[src/rtl/rps_match_scorer_if.sv]
// Bundles the control and result signals between the guess-capture logic
// (master) and the rock-paper-scissors match scorer (slave).
//
// Handshake: start and round_valid are single-cycle valid pulses with no
// ready. The scorer takes whatever is presented on the cycle a pulse is
// high. p0_guess/p1_guess only matter while round_valid=1. If start and
// round_valid are both high, start takes priority and the round is dropped.
interface rps_match_scorer_if #(
    parameter int SCORE_W = 4,
    parameter int ROUND_W = 4
);
    logic               start;
    logic               round_valid;
    logic [1:0]         p0_guess;
    logic [1:0]         p1_guess;
    logic               win;
    logic               draw;
    logic               player;
    logic [SCORE_W-1:0] count0;
    logic [SCORE_W-1:0] count1;
    logic [ROUND_W-1:0] rounds;
    logic               busy;
    logic               match_done;
    logic               match_winner;
    logic               match_draw;

    modport master (
        output start, round_valid, p0_guess, p1_guess,
        input  win, draw, player, count0, count1, rounds,
        input  busy, match_done, match_winner, match_draw
    );

    modport slave (
        input  start, round_valid, p0_guess, p1_guess,
        output win, draw, player, count0, count1, rounds,
        output busy, match_done, match_winner, match_draw
    );
endinterface

[src/rtl/rps_match_scorer.sv]
// Rock-paper-scissors match scorer: judges each round, keeps per-player
// scores and a round count, and closes the match on first-to-WIN_TARGET or
// after MAX_ROUNDS judged rounds. Guess encoding: 0=rock, 1=paper,
// 2=scissors, 3=no-show.
module rps_match_scorer #(
    parameter int SCORE_W    = 4,
    parameter int ROUND_W    = 4,
    parameter int WIN_TARGET = 3,
    parameter int MAX_ROUNDS = 9
) (
    input  logic               clk,
    input  logic               rst,
    rps_match_scorer_if.slave  bus,
    output logic [1:0]         fsm_state
);

    localparam logic [SCORE_W-1:0] TARGET_SCORE = SCORE_W'(WIN_TARGET);
    localparam logic [ROUND_W-1:0] LAST_ROUND   = ROUND_W'(MAX_ROUNDS);

    typedef enum logic [1:0] {
        IDLE = 2'd0,
        PLAY = 2'd1,
        DONE = 2'd2
    } state_t;

    state_t             state;
    logic               win_q;
    logic               draw_q;
    logic               player_q;
    logic [SCORE_W-1:0] count0_q;
    logic [SCORE_W-1:0] count1_q;
    logic [ROUND_W-1:0] rounds_q;
    logic               busy_q;
    logic               match_done_q;
    logic               match_winner_q;
    logic               match_draw_q;

    logic               p0_wins;
    logic               p1_wins;
    logic               round_draw;
    logic [SCORE_W-1:0] next_count0;
    logic [SCORE_W-1:0] next_count1;
    logic [ROUND_W-1:0] next_rounds;
    logic               hit_target;
    logic               hit_limit;

    // Judge the presented guesses; forfeits take precedence over the
    // rock-paper-scissors cycle, and a double no-show is a draw.
    always_comb begin
        p0_wins    = 1'b0;
        p1_wins    = 1'b0;
        round_draw = 1'b0;
        if (bus.p0_guess == 2'd3 && bus.p1_guess == 2'd3) begin
            round_draw = 1'b1;
        end else if (bus.p0_guess == 2'd3) begin
            p1_wins = 1'b1;
        end else if (bus.p1_guess == 2'd3) begin
            p0_wins = 1'b1;
        end else if (bus.p0_guess == bus.p1_guess) begin
            round_draw = 1'b1;
        end else if ((bus.p0_guess == 2'd1 && bus.p1_guess == 2'd0) ||
                     (bus.p0_guess == 2'd2 && bus.p1_guess == 2'd1) ||
                     (bus.p0_guess == 2'd0 && bus.p1_guess == 2'd2)) begin
            p0_wins = 1'b1;
        end else begin
            p1_wins = 1'b1;
        end
    end

    // Post-round counter values; match end is judged on these so the
    // closing round and match_done land on the same edge.
    always_comb begin
        next_count0 = count0_q + SCORE_W'(p0_wins);
        next_count1 = count1_q + SCORE_W'(p1_wins);
        next_rounds = rounds_q + ROUND_W'(1);
        hit_target  = (p0_wins && next_count0 == TARGET_SCORE) ||
                      (p1_wins && next_count1 == TARGET_SCORE);
        hit_limit   = (next_rounds == LAST_ROUND);
    end

    // Match FSM with all outputs registered; start overrides any round.
    always_ff @(posedge clk or posedge rst) begin
        if (rst) begin
            state          <= IDLE;
            win_q          <= 1'b0;
            draw_q         <= 1'b0;
            player_q       <= 1'b0;
            count0_q       <= '0;
            count1_q       <= '0;
            rounds_q       <= '0;
            busy_q         <= 1'b0;
            match_done_q   <= 1'b0;
            match_winner_q <= 1'b0;
            match_draw_q   <= 1'b0;
        end else begin
            win_q  <= 1'b0;
            draw_q <= 1'b0;
            if (bus.start) begin
                state          <= PLAY;
                player_q       <= 1'b0;
                count0_q       <= '0;
                count1_q       <= '0;
                rounds_q       <= '0;
                busy_q         <= 1'b1;
                match_done_q   <= 1'b0;
                match_winner_q <= 1'b0;
                match_draw_q   <= 1'b0;
            end else begin
                case (state)
                    PLAY: begin
                        if (bus.round_valid) begin
                            win_q    <= ~round_draw;
                            draw_q   <= round_draw;
                            count0_q <= next_count0;
                            count1_q <= next_count1;
                            rounds_q <= next_rounds;
                            if (!round_draw) begin
                                player_q <= p1_wins;
                            end
                            if (hit_target) begin
                                state          <= DONE;
                                busy_q         <= 1'b0;
                                match_done_q   <= 1'b1;
                                match_winner_q <= p1_wins;
                            end else if (hit_limit) begin
                                state          <= DONE;
                                busy_q         <= 1'b0;
                                match_done_q   <= 1'b1;
                                match_winner_q <= (next_count1 > next_count0);
                                match_draw_q   <= (next_count1 == next_count0);
                            end
                        end
                    end
                    default: begin
                        // IDLE and DONE hold everything until start.
                    end
                endcase
            end
        end
    end

    assign bus.win          = win_q;
    assign bus.draw         = draw_q;
    assign bus.player       = player_q;
    assign bus.count0       = count0_q;
    assign bus.count1       = count1_q;
    assign bus.rounds       = rounds_q;
    assign bus.busy         = busy_q;
    assign bus.match_done   = match_done_q;
    assign bus.match_winner = match_winner_q;
    assign bus.match_draw   = match_draw_q;
    assign fsm_state        = state;

endmodule
[src/flat_wrapper.sv]
// flat-port wrapper written by rule: the top's interface ports become plain ports
module rps_match_scorer_flat 
#(
    parameter int SCORE_W    = 4,
    parameter int ROUND_W    = 4,
    parameter int WIN_TARGET = 3,
    parameter int MAX_ROUNDS = 9
)
  (clk, rst, fsm_state, bus_start, bus_round_valid, bus_p0_guess, bus_p1_guess, bus_win, bus_draw, bus_player, bus_count0, bus_count1, bus_rounds, bus_busy, bus_match_done, bus_match_winner, bus_match_draw);
  rps_match_scorer_if #(.SCORE_W(SCORE_W), .ROUND_W(ROUND_W)) bus_i ();
  input  logic clk;
  input  logic rst;
  output logic [1:0] fsm_state;
  input wire logic [$bits(bus_i.start)-1:0] bus_start;
  input wire logic [$bits(bus_i.round_valid)-1:0] bus_round_valid;
  input wire logic [$bits(bus_i.p0_guess)-1:0] bus_p0_guess;
  input wire logic [$bits(bus_i.p1_guess)-1:0] bus_p1_guess;
  output wire logic [$bits(bus_i.win)-1:0] bus_win;
  output wire logic [$bits(bus_i.draw)-1:0] bus_draw;
  output wire logic [$bits(bus_i.player)-1:0] bus_player;
  output wire logic [$bits(bus_i.count0)-1:0] bus_count0;
  output wire logic [$bits(bus_i.count1)-1:0] bus_count1;
  output wire logic [$bits(bus_i.rounds)-1:0] bus_rounds;
  output wire logic [$bits(bus_i.busy)-1:0] bus_busy;
  output wire logic [$bits(bus_i.match_done)-1:0] bus_match_done;
  output wire logic [$bits(bus_i.match_winner)-1:0] bus_match_winner;
  output wire logic [$bits(bus_i.match_draw)-1:0] bus_match_draw;
  assign bus_i.start = bus_start;
  assign bus_i.round_valid = bus_round_valid;
  assign bus_i.p0_guess = bus_p0_guess;
  assign bus_i.p1_guess = bus_p1_guess;
  assign bus_win = bus_i.win;
  assign bus_draw = bus_i.draw;
  assign bus_player = bus_i.player;
  assign bus_count0 = bus_i.count0;
  assign bus_count1 = bus_i.count1;
  assign bus_rounds = bus_i.rounds;
  assign bus_busy = bus_i.busy;
  assign bus_match_done = bus_i.match_done;
  assign bus_match_winner = bus_i.match_winner;
  assign bus_match_draw = bus_i.match_draw;
  rps_match_scorer #(.SCORE_W(SCORE_W), .ROUND_W(ROUND_W), .WIN_TARGET(WIN_TARGET), .MAX_ROUNDS(MAX_ROUNDS)) u_core (.clk(clk), .rst(rst), .bus(bus_i), .fsm_state(fsm_state));
endmodule
[config.mk]
export PLATFORM = sky130hd
export DESIGN_NAME = rps_match_scorer_flat
export DESIGN_NICKNAME = d
export VERILOG_FILES = /design/src/rtl/rps_match_scorer_if.sv /design/src/rtl/rps_match_scorer.sv /design/src/flat_wrapper.sv
export SDC_FILE = /design/constraint.sdc
export NUM_CORES = 1
export LEC_CHECK = 0
export BUFFER_PORTS_ARGS = -buffer_cell sky130_fd_sc_hd__buf_4
export CAP_MARGIN = 0
export CORE_MARGIN = 4
export CORE_UTILIZATION = 30
export DETAILED_ROUTE_END_ITERATION = 8
export GPL_TIMING_DRIVEN = 0
export MAX_ROUTING_LAYER = met4
export SYNTH_ARGS = -nofsm -noshare
export SYNTH_HDL_FRONTEND = slang
export SYNTH_SLANG_ARGS = --single-unit
export TNS_END_PERCENT = 30
[constraint.sdc]
create_clock -name clk -period 2 [get_ports clk]
set_input_delay 0.3 -clock clk [delete_from_list [all_inputs] [get_ports clk]]
set_output_delay 0.3 -clock clk [all_outputs]
set_load 0.02 [all_outputs]
# [After elaboration in Yosys (flattened, before gate mapping)]
# Index checks and enable logic that the tools add are counted.
[word_totals] latch_bits=0 memories=0 output_inout_bits=21 wordCells=107 mem_bits_rw=0 romBits=0 register_bits=21 inputBits=8
[classes] n_bitwise=1 shifts=0 muxes=58 n_eq_ne=14 n_addsub=3 mul=0 n_lt_le_gt_ge=1 div_mod_pow=0 reduce_logical=19
[op_table] op="$mux 1" count=44
[op_table] op="$mux 4" count=9
[op_table] op="$mux 2" count=5
[op_table] op="$add 4x1->4" count=2
[op_table] op="$eq 2x2->1 const B" count=4
[op_table] op="$eq 4x2->1 const B" count=2
[op_table] op="$eq 2x1->1 const B" count=3
[op_table] op="$logic_and 1x1->1" count=6
[op_table] op="$reduce_and 3->1" count=2
[op_table] op="$reduce_bool 2->1" count=3
[op_table] op="$add 4x1->4 const B" count=1
[op_table] op="$eq 4x4->1" count=1
[op_table] op="$eq 4x4->1 const B" count=1
[op_table] op="$gt 4x4->1" count=1
[op_table] op="$logic_not 2->1" count=2
[op_table] op="$ne 2x2->1 const B" count=2
[op_table] op="$reduce_and 4->1" count=1
[op_table] op="$logic_or 1x1->1" count=3
[op_table] op="$reduce_bool 3->1" count=1
[op_table] op="$eq 2x2->1" count=1
[op_table] op="$reduce_and 2->1" count=1
[op_table] op="$not 1->1" count=1

# [Longest topological paths before layout]
[logic_depth] word_depth=17 mapped_depth=14 mapped_depth_nobuf=14

# [Worst setup path before layout]
# No wires, ideal clock.
[synth_timing] path_kind="input port to flip-flop" startpoint="input port bus_p1_guess[0]" endpoint="register u_core.match_draw_q (netlist: u_core.bus.match_draw)" path_buffers=0 slack_ns=-0.602 required_ns=1.931 setup_ns=0.069 cell_stages=11 arrival_time_ns=2.533 path_cell_list="or4b_1 -> o211a_1 -> inv_1 -> ha_1 -> nand3_1 -> xor2_1 -> ha_1 -> nand3_1 -> or3_1 -> or3_1 -> nand3_1"
[synth_between] elab_chain_cells=16 word_cells_on_any_way=36 cone_classes="add/sub: 2; eq/ne: 8; mux: 15; reduce/logical: 11"
[synth_rtl] item="from (decl)" line="flat_wrapper.sv:17" rtl="input wire logic [$bits(bus_i.p1_guess)-1:0] bus_p1_guess;"
[synth_rtl] item="$eq 2x1->1 or $logic_not 2->1 (tied branches)" line="rps_match_scorer.sv:62, rps_match_scorer.sv:61"
[synth_rtl] item="$logic_and 1x1->1 (on tied branches)" line="rps_match_scorer.sv:62, rps_match_scorer.sv:61"
[synth_rtl] item="$logic_or 1x1->1" line="rps_match_scorer.sv:61" rtl="end else if ((bus.p0_guess == 2'd1 && bus.p1_guess == 2'd0) ||"
[synth_rtl] item="$logic_or 1x1->1" line="rps_match_scorer.sv:62" rtl="(bus.p0_guess == 2'd2 && bus.p1_guess == 2'd1) ||"
[synth_rtl] item="$mux 1" line="rps_match_scorer.sv:61"
[synth_rtl] item="$mux 1" line="rps_match_scorer.sv:59" rtl="end else if (bus.p0_guess == bus.p1_guess) begin"
[synth_rtl] item="$mux 1" line="rps_match_scorer.sv:57" rtl="end else if (bus.p1_guess == 2'd3) begin"
[synth_rtl] item="$mux 1" line="rps_match_scorer.sv:55" rtl="end else if (bus.p0_guess == 2'd3) begin"
[synth_rtl] item="$mux 1" line="rps_match_scorer.sv:53" rtl="if (bus.p0_guess == 2'd3 && bus.p1_guess == 2'd3) begin"
[synth_rtl] item="$add 4x1->4 (on tied branches)" line="rps_match_scorer.sv:74, rps_match_scorer.sv:73"
[synth_rtl] item="$eq 4x4->1" line="rps_match_scorer.sv:130" rtl="match_draw_q <= (next_count1 == next_count0);"
[synth_rtl] item="$mux 1" line="rps_match_scorer.sv:125" rtl="end else if (hit_limit) begin"
[synth_rtl] item="$mux 1" line="rps_match_scorer.sv:120" rtl="if (hit_target) begin"
[synth_rtl] item="$mux 1" line="rps_match_scorer.sv:111" rtl="if (bus.round_valid) begin"
[synth_rtl] item="$mux 1" line="rps_match_scorer.sv:109" rtl="case (state)"
[synth_rtl] item="$mux 1" line="rps_match_scorer.sv:98" rtl="if (bus.start) begin"
[synth_rtl] item="to (signal assigned)" line="rps_match_scorer.sv:130"
[synth_rtl] item="to (decl)" line="rps_match_scorer.sv:36" rtl="logic match_draw_q;"
# Several ways; a longest one is shown, not always the timed one. The select of a mux whose other input is x is not followed.
# A chain may end at the register's enable or synchronous reset.

# [Worst setup path after layout]
[layout_timing] startpoint="input port bus_p0_guess[1]" endpoint="register u_core.match_draw_q (netlist: u_core.bus.match_draw)"
[layout_between] elab_chain_cells=16 word_cells_on_any_way=36 cone_classes="add/sub: 2; eq/ne: 8; mux: 15; reduce/logical: 11"
[layout_rtl] item="from (decl)" line="flat_wrapper.sv:16" rtl="input wire logic [$bits(bus_i.p0_guess)-1:0] bus_p0_guess;"
[layout_rtl] item="$eq 2x1->1 or $eq 2x2->1 (tied branches)" line="rps_match_scorer.sv:61, rps_match_scorer.sv:62"
[layout_rtl] item="$logic_and 1x1->1 (on tied branches)" line="rps_match_scorer.sv:61, rps_match_scorer.sv:62"
[layout_rtl] item="$logic_or 1x1->1" line="rps_match_scorer.sv:61"
[layout_rtl] item="$logic_or 1x1->1" line="rps_match_scorer.sv:62"
[layout_rtl] item="$mux 1" line="rps_match_scorer.sv:61"
[layout_rtl] item="$mux 1" line="rps_match_scorer.sv:59"
[layout_rtl] item="$mux 1" line="rps_match_scorer.sv:57"
[layout_rtl] item="$mux 1" line="rps_match_scorer.sv:55"
[layout_rtl] item="$mux 1" line="rps_match_scorer.sv:53"
[layout_rtl] item="$add 4x1->4 (on tied branches)" line="rps_match_scorer.sv:74, rps_match_scorer.sv:73"
[layout_rtl] item="$eq 4x4->1" line="rps_match_scorer.sv:130"
[layout_rtl] item="$mux 1" line="rps_match_scorer.sv:125"
[layout_rtl] item="$mux 1" line="rps_match_scorer.sv:120"
[layout_rtl] item="$mux 1" line="rps_match_scorer.sv:111"
[layout_rtl] item="$mux 1" line="rps_match_scorer.sv:109"
[layout_rtl] item="$mux 1" line="rps_match_scorer.sv:98"
# Several ways; a longest one is shown, not always the timed one. The select of a mux whose other input is x is not followed.

==> flow_summary.html <==
<table>
<tr><th>Metric</th><th>Value</th></tr>
<tr><th colspan="2">Status</th></tr>
<tr><td>Outcome</td><td>finished, violations left</td></tr>
<tr><td>Violations in the final reports</td><td>setup timing</td></tr>
<tr><th colspan="2">Timing</th></tr>
<tr><td>Count of pins over their slew limit</td><td>0</td></tr>
<tr><td>Portion of the clock cycle consumed by the worst path in the final layout</td><td>124.1%</td></tr>
<tr><td>Post-route worst setup slack</td><td>-0.4812 ns</td></tr>
<tr><td>Final hold viol count</td><td>0</td></tr>
<tr><td>Total of endpoints with negative setup slack in the final report</td><td>4</td></tr>
<tr><td>RSZ-0062 raised after global routing</td><td>yes</td></tr>
<tr><td>Fin crit period</td><td>2.481 ns</td></tr>
<tr><td>Final-layout worst hold slack</td><td>~0.16 ns</td></tr>
<tr><td>Post-Route Skew</td><td>roughly 0.0014 ns</td></tr>
<tr><td>Worst slew slack as a fraction of its limit</td><td>a little over half</td></tr>
<tr><td>Worst slew pin tran</td><td>between 0.7 and 0.8 ns</td></tr>
<tr><td>Max frequency</td><td>between 400 and 500 MHz</td></tr>
<tr><th colspan="2">Synth</th></tr>
<tr><td>Ys Warns</td><td>0</td></tr>
<tr><td>Area of the mapped netlist</td><td>1227 sq um</td></tr>
<tr><td>Prevailing post-synth register cell</td><td>sky130_fd_sc_hd__dfrtp_1</td></tr>
<tr><td>Sequential share of the synthesized area</td><td>just under 40%</td></tr>
<tr><td>Number of distinct library cells after synthesis</td><td>38</td></tr>
<tr><td>Synthesized net count</td><td>156</td></tr>
<tr><td>Number of storage elements in the synthesis netlist</td><td>19</td></tr>
<tr><td>Mean Syn Cell Area</td><td>just under 9 sq um</td></tr>
<tr><td>Gate count of the mapped netlist</td><td>139</td></tr>
<tr><td>Number of flops mapped to enable cells by yosys</td><td>0</td></tr>
<tr><td>Share of synthesized registers carrying an async set or reset</td><td>100.0%</td></tr>
<tr><th colspan="2">Layout</th></tr>
<tr><td>Number of nets in the layout</td><td>roughly 200</td></tr>
<tr><td>Layout cells sized above 1</td><td>35.20%</td></tr>
<tr><td>Most used cells in the layout excluding fill and tap cells</td><td>sky130_fd_sc_hd__buf_4 (36), sky130_fd_sc_hd__nand2_1 (19), sky130_fd_sc_hd__dfrtp_1 (19)</td></tr>
<tr><td>Non-filler instance count after layout</td><td>around 230</td></tr>
<tr><td>Most frequent standard cell in the layout excluding fill and tap cells</td><td>sky130_fd_sc_hd__buf_4</td></tr>
<tr><td>Layout area overhead</td><td>42.71%</td></tr>
<tr><td>Number of diodes</td><td>0</td></tr>
<tr><td>Utilization after layout</td><td>a little under half</td></tr>
<tr><th colspan="2">Drt</th></tr>
<tr><td>Aggregate routed wire length</td><td>~3000 microns</td></tr>
<tr><td>Violation count after the first detailed-route iteration</td><td>35</td></tr>
<tr><td>Remaining design rule violation count</td><td>0</td></tr>
<tr><td>Number of iterations in the first detailed-routing pass</td><td>4</td></tr>
<tr><td>ANT nets after route</td><td>0</td></tr>
<tr><td>Mean number of vias per cell</td><td>between 4 and 5</td></tr>
<tr><td>Routed len/inst</td><td>~14 microns</td></tr>
<tr><td>Via count</td><td>1121</td></tr>
<tr><th colspan="2">Floorplanning</th></tr>
<tr><td>X dimension of the die</td><td>approximately 70 microns</td></tr>
<tr><td>Die Outline Area</td><td>roughly 5200 sq um</td></tr>
<tr><td>Row cnt</td><td>22</td></tr>
<tr><td>Initial Util</td><td>roughly a third</td></tr>
<tr><td>Core region area</td><td>~3800 sq um</td></tr>
<tr><td># IOs</td><td>29</td></tr>
<tr><td>Overall die height</td><td>roughly 70 microns</td></tr>
<tr><th colspan="2">GRT</th></tr>
<tr><td>Largest net degree at the start of global routing</td><td>20</td></tr>
<tr><td>Wire length of the first global-routing pass</td><td>5023 microns</td></tr>
<tr><td>Initial antenna violation count</td><td>0</td></tr>
<tr><td>Remaining global-route overflow</td><td>0</td></tr>
<tr><td>Vias in the first global route</td><td>between 1k and 1.5k</td></tr>
<tr><td>Overall routing resource usage</td><td>between 10% and 20%</td></tr>
<tr><th colspan="2">Placed design</th></tr>
<tr><td>Count of buffers from port buffering</td><td>27</td></tr>
<tr><td>Global placement routability congestion</td><td>0.9400</td></tr>
<tr><td>Placed cell count</td><td>214</td></tr>
<tr><td>Dpl hpwl</td><td>between 2000 and 2500 microns</td></tr>
<tr><td>Worst setup timing slack at the placement stage</td><td>-0.8778 ns</td></tr>
<tr><th colspan="2">Clocking</th></tr>
<tr><td>Latest clock arrival within the worst-skew pair</td><td>~0.25 ns</td></tr>
<tr><td>CTS tree</td><td>built</td></tr>
<tr><td>H-tree depth</td><td>1</td></tr>
<tr><td>Number of buffers inserted during clock tree synthesis</td><td>3</td></tr>
<tr><td>CTS Hold Buffers Added</td><td>0</td></tr>
<tr><td>CTS sink cnt</td><td>19</td></tr>
<tr><td>Clk pin slew, worst setup/hold paths</td><td>roughly 0.07 ns</td></tr>
<tr><td>Clock Tree Buf Depth</td><td>2</td></tr>
<tr><td>Clock tree root buffer cell</td><td>sky130_fd_sc_hd__clkbuf_8</td></tr>
<tr><th colspan="2">Critical path</th></tr>
<tr><td>Delay of the slowest cell on the worst path</td><td>about 0.50 ns</td></tr>
<tr><td>Kind of end point of the critical path</td><td>register</td></tr>
<tr><td>Setup slack, reg-to-reg</td><td>-0.16 ns</td></tr>
<tr><td>CP required</td><td>2.19 ns</td></tr>
<tr><td>Kind of cell adding the most delay to the critical path</td><td>simple AND/OR/NAND/NOR gates</td></tr>
<tr><td>Startpoint type of the worst setup path</td><td>primary input</td></tr>
<tr><td>Number of cells traversed by the worst register-to-register path</td><td>8</td></tr>
<tr><td>Cell type of the slowest stage on the worst timing path</td><td>sky130_fd_sc_hd__or4b_1</td></tr>
<tr><td>Largest fanout of any net on the critical path</td><td>5</td></tr>
<tr><td>Reg2reg start</td><td>u_core.bus.count0[0]$_DFFE_PP0P_</td></tr>
<tr><td>Cell-by-cell listing of the critical path</td><td>buf_8 &gt; or4b_1 &gt; o211a_1 &gt; inv_2 &gt; ha_4 &gt; nand3_4 &gt; xor2_4 &gt; ha_4 &gt; nand3_2 &gt; or3_1 &gt; or3_1 &gt; nand3_1</td></tr>
<tr><td>Worst EP arrival</td><td>around 2.7 ns</td></tr>
<tr><td>Class of the most critical setup path</td><td>primary input to register</td></tr>
<tr><td>Endpoint of the worst-slack reg-to-reg timing path</td><td>u_core.bus.match_draw$_DFFE_PP0P_</td></tr>
<tr><td>Buf/Inv on CP</td><td>2</td></tr>
<tr><td>Origin of the worst setup path</td><td>bus_p0_guess[1]</td></tr>
<tr><th colspan="2">Pwr</th></tr>
<tr><td>Peak supply drop</td><td>0.3660 mV</td></tr>
<tr><td>Static Leakage</td><td>between 0.0008 and 0.0009 uW</td></tr>
<tr><td>Pwr Density</td><td>601.1 nW/um^2</td></tr>
<tr><th colspan="2">Hold path</th></tr>
<tr><td>Hold Crit Class</td><td>primary input to async pin</td></tr>
<tr><th colspan="2">Job</th></tr>
<tr><td>Maximum Capacitance Violations</td><td>0</td></tr>
</table>
layer usage:
layer	GRT usage, %	share of wire, %
met1	15.34	45
met5	-	0
met2	20.10	49
met4	3.340	1.0
met3	3.186	4.8
stage by stage:
stage,TNS [ns],cell area (sq um),total power (uW)
after global placement,-3.025,1495,734.3
after detailed placement,-3.169,1495,743.2
after CTS,-1.630,1692,1050
after global routing,-1.755,1752,1124
final,-1.468,1752,1053
after floorplan,-1.793,1232,631.7
worst max path at each step:
| stage | cells past startpoint | to | slack [ns] |
|---|---|---|---|
| 2_1_floorplan | 11 | u_core.bus.match_draw$_DFFE_PP0P_ | -0.60 |
| 3_3_place_gp | 12 | u_core.bus.match_draw$_DFFE_PP0P_ | -0.90 |
| 3_5_place_dp | 12 | u_core.bus.match_draw$_DFFE_PP0P_ | -0.88 |
| 4_1_cts | 12 | u_core.bus.match_draw$_DFFE_PP0P_ | -0.49 |
| 5_1_grt | 14 | u_core.bus.match_winner$_DFFE_PP0P_ | -0.56 |
| 6_report | 12 | u_core.bus.match_draw$_DFFE_PP0P_ | -0.48 |
registers in the layout (all words and copies together) (netlist names):
signal,cells
u_core.bus.draw,1
u_core.fsm_state,2
u_core.bus.win,1
u_core.bus.rounds,4
u_core.bus.match_draw,1
u_core.bus.count0,4
u_core.bus.match_winner,1
u_core.bus.player,1
u_core.bus.count1,4
worst register-to-register path, stage by stage (launching register included):
cell and delay [ns]:
sky130_fd_sc_hd__dfrtp_1 0.43, sky130_fd_sc_hd__ha_4 0.19, sky130_fd_sc_hd__ha_1 0.33, sky130_fd_sc_hd__inv_2 0.07, sky130_fd_sc_hd__ha_4 0.27, sky130_fd_sc_hd__nand3_2 0.08
sky130_fd_sc_hd__or3_1 0.31, sky130_fd_sc_hd__or3_1 0.32, sky130_fd_sc_hd__nand3_1 0.09
cells by family after synthesis:
group	after synthesis	synth area share [%]
buf+inv	14	4.994
mux	1	0.8155
flops	19	38.74
simple gates	60	25.18
fa+ha+maj	9	9.174
compound gates	24	12.54
xor+xnor	12	8.563
synth_stat cells (all sizes together), types with 2 or more instances:
library cell / count / area [sq um]
inv: 8 / 30.03
o22ai: 2 / 12.51
and2: 2 / 12.51
dfrtp: 19 / 475.5
o21ai: 7 / 35.03
and3: 3 / 23.77
xnor2: 4 / 35.03
nor2b: 3 / 18.77
or4b: 2 / 20.02
nand2: 19 / 71.32
or3: 4 / 25.02
clkbuf: 3 / 11.26
ha: 9 / 112.6
xor2: 8 / 70.07
nor2: 11 / 41.29
nor3: 3 / 15.01
nand3: 7 / 35.03
a21oi: 7 / 35.03
buf: 3 / 20.01
power by group:
group	switching (uW)	leakage, uW	internal [uW]
Clock	126	0.0000255	138
Sequential	29.8	0.000256	413
Combinational	185	0.000523	161
Total	341	0.000804	712
repair_timing:
action	4_1_cts	5_1_grt
gates cloned	0	0
buffers inserted	8	1
pin swaps	10	6
endpoints found under the setup margin	4	4
gates resized for setup	18	5
area by class of cell:
type	count	area [sq um]
fillers	358	2047
multi-input cells	106	827.0
flip-flops and latches	19	475.5
repair buffers	36	281.5
well taps	48	60.06
clock buffers	3	41.29
plain buffers	6	31.28
inverters	8	30.03
clock inverters	1	5.005
Note: power is estimated with default switching activity, not from simulation.
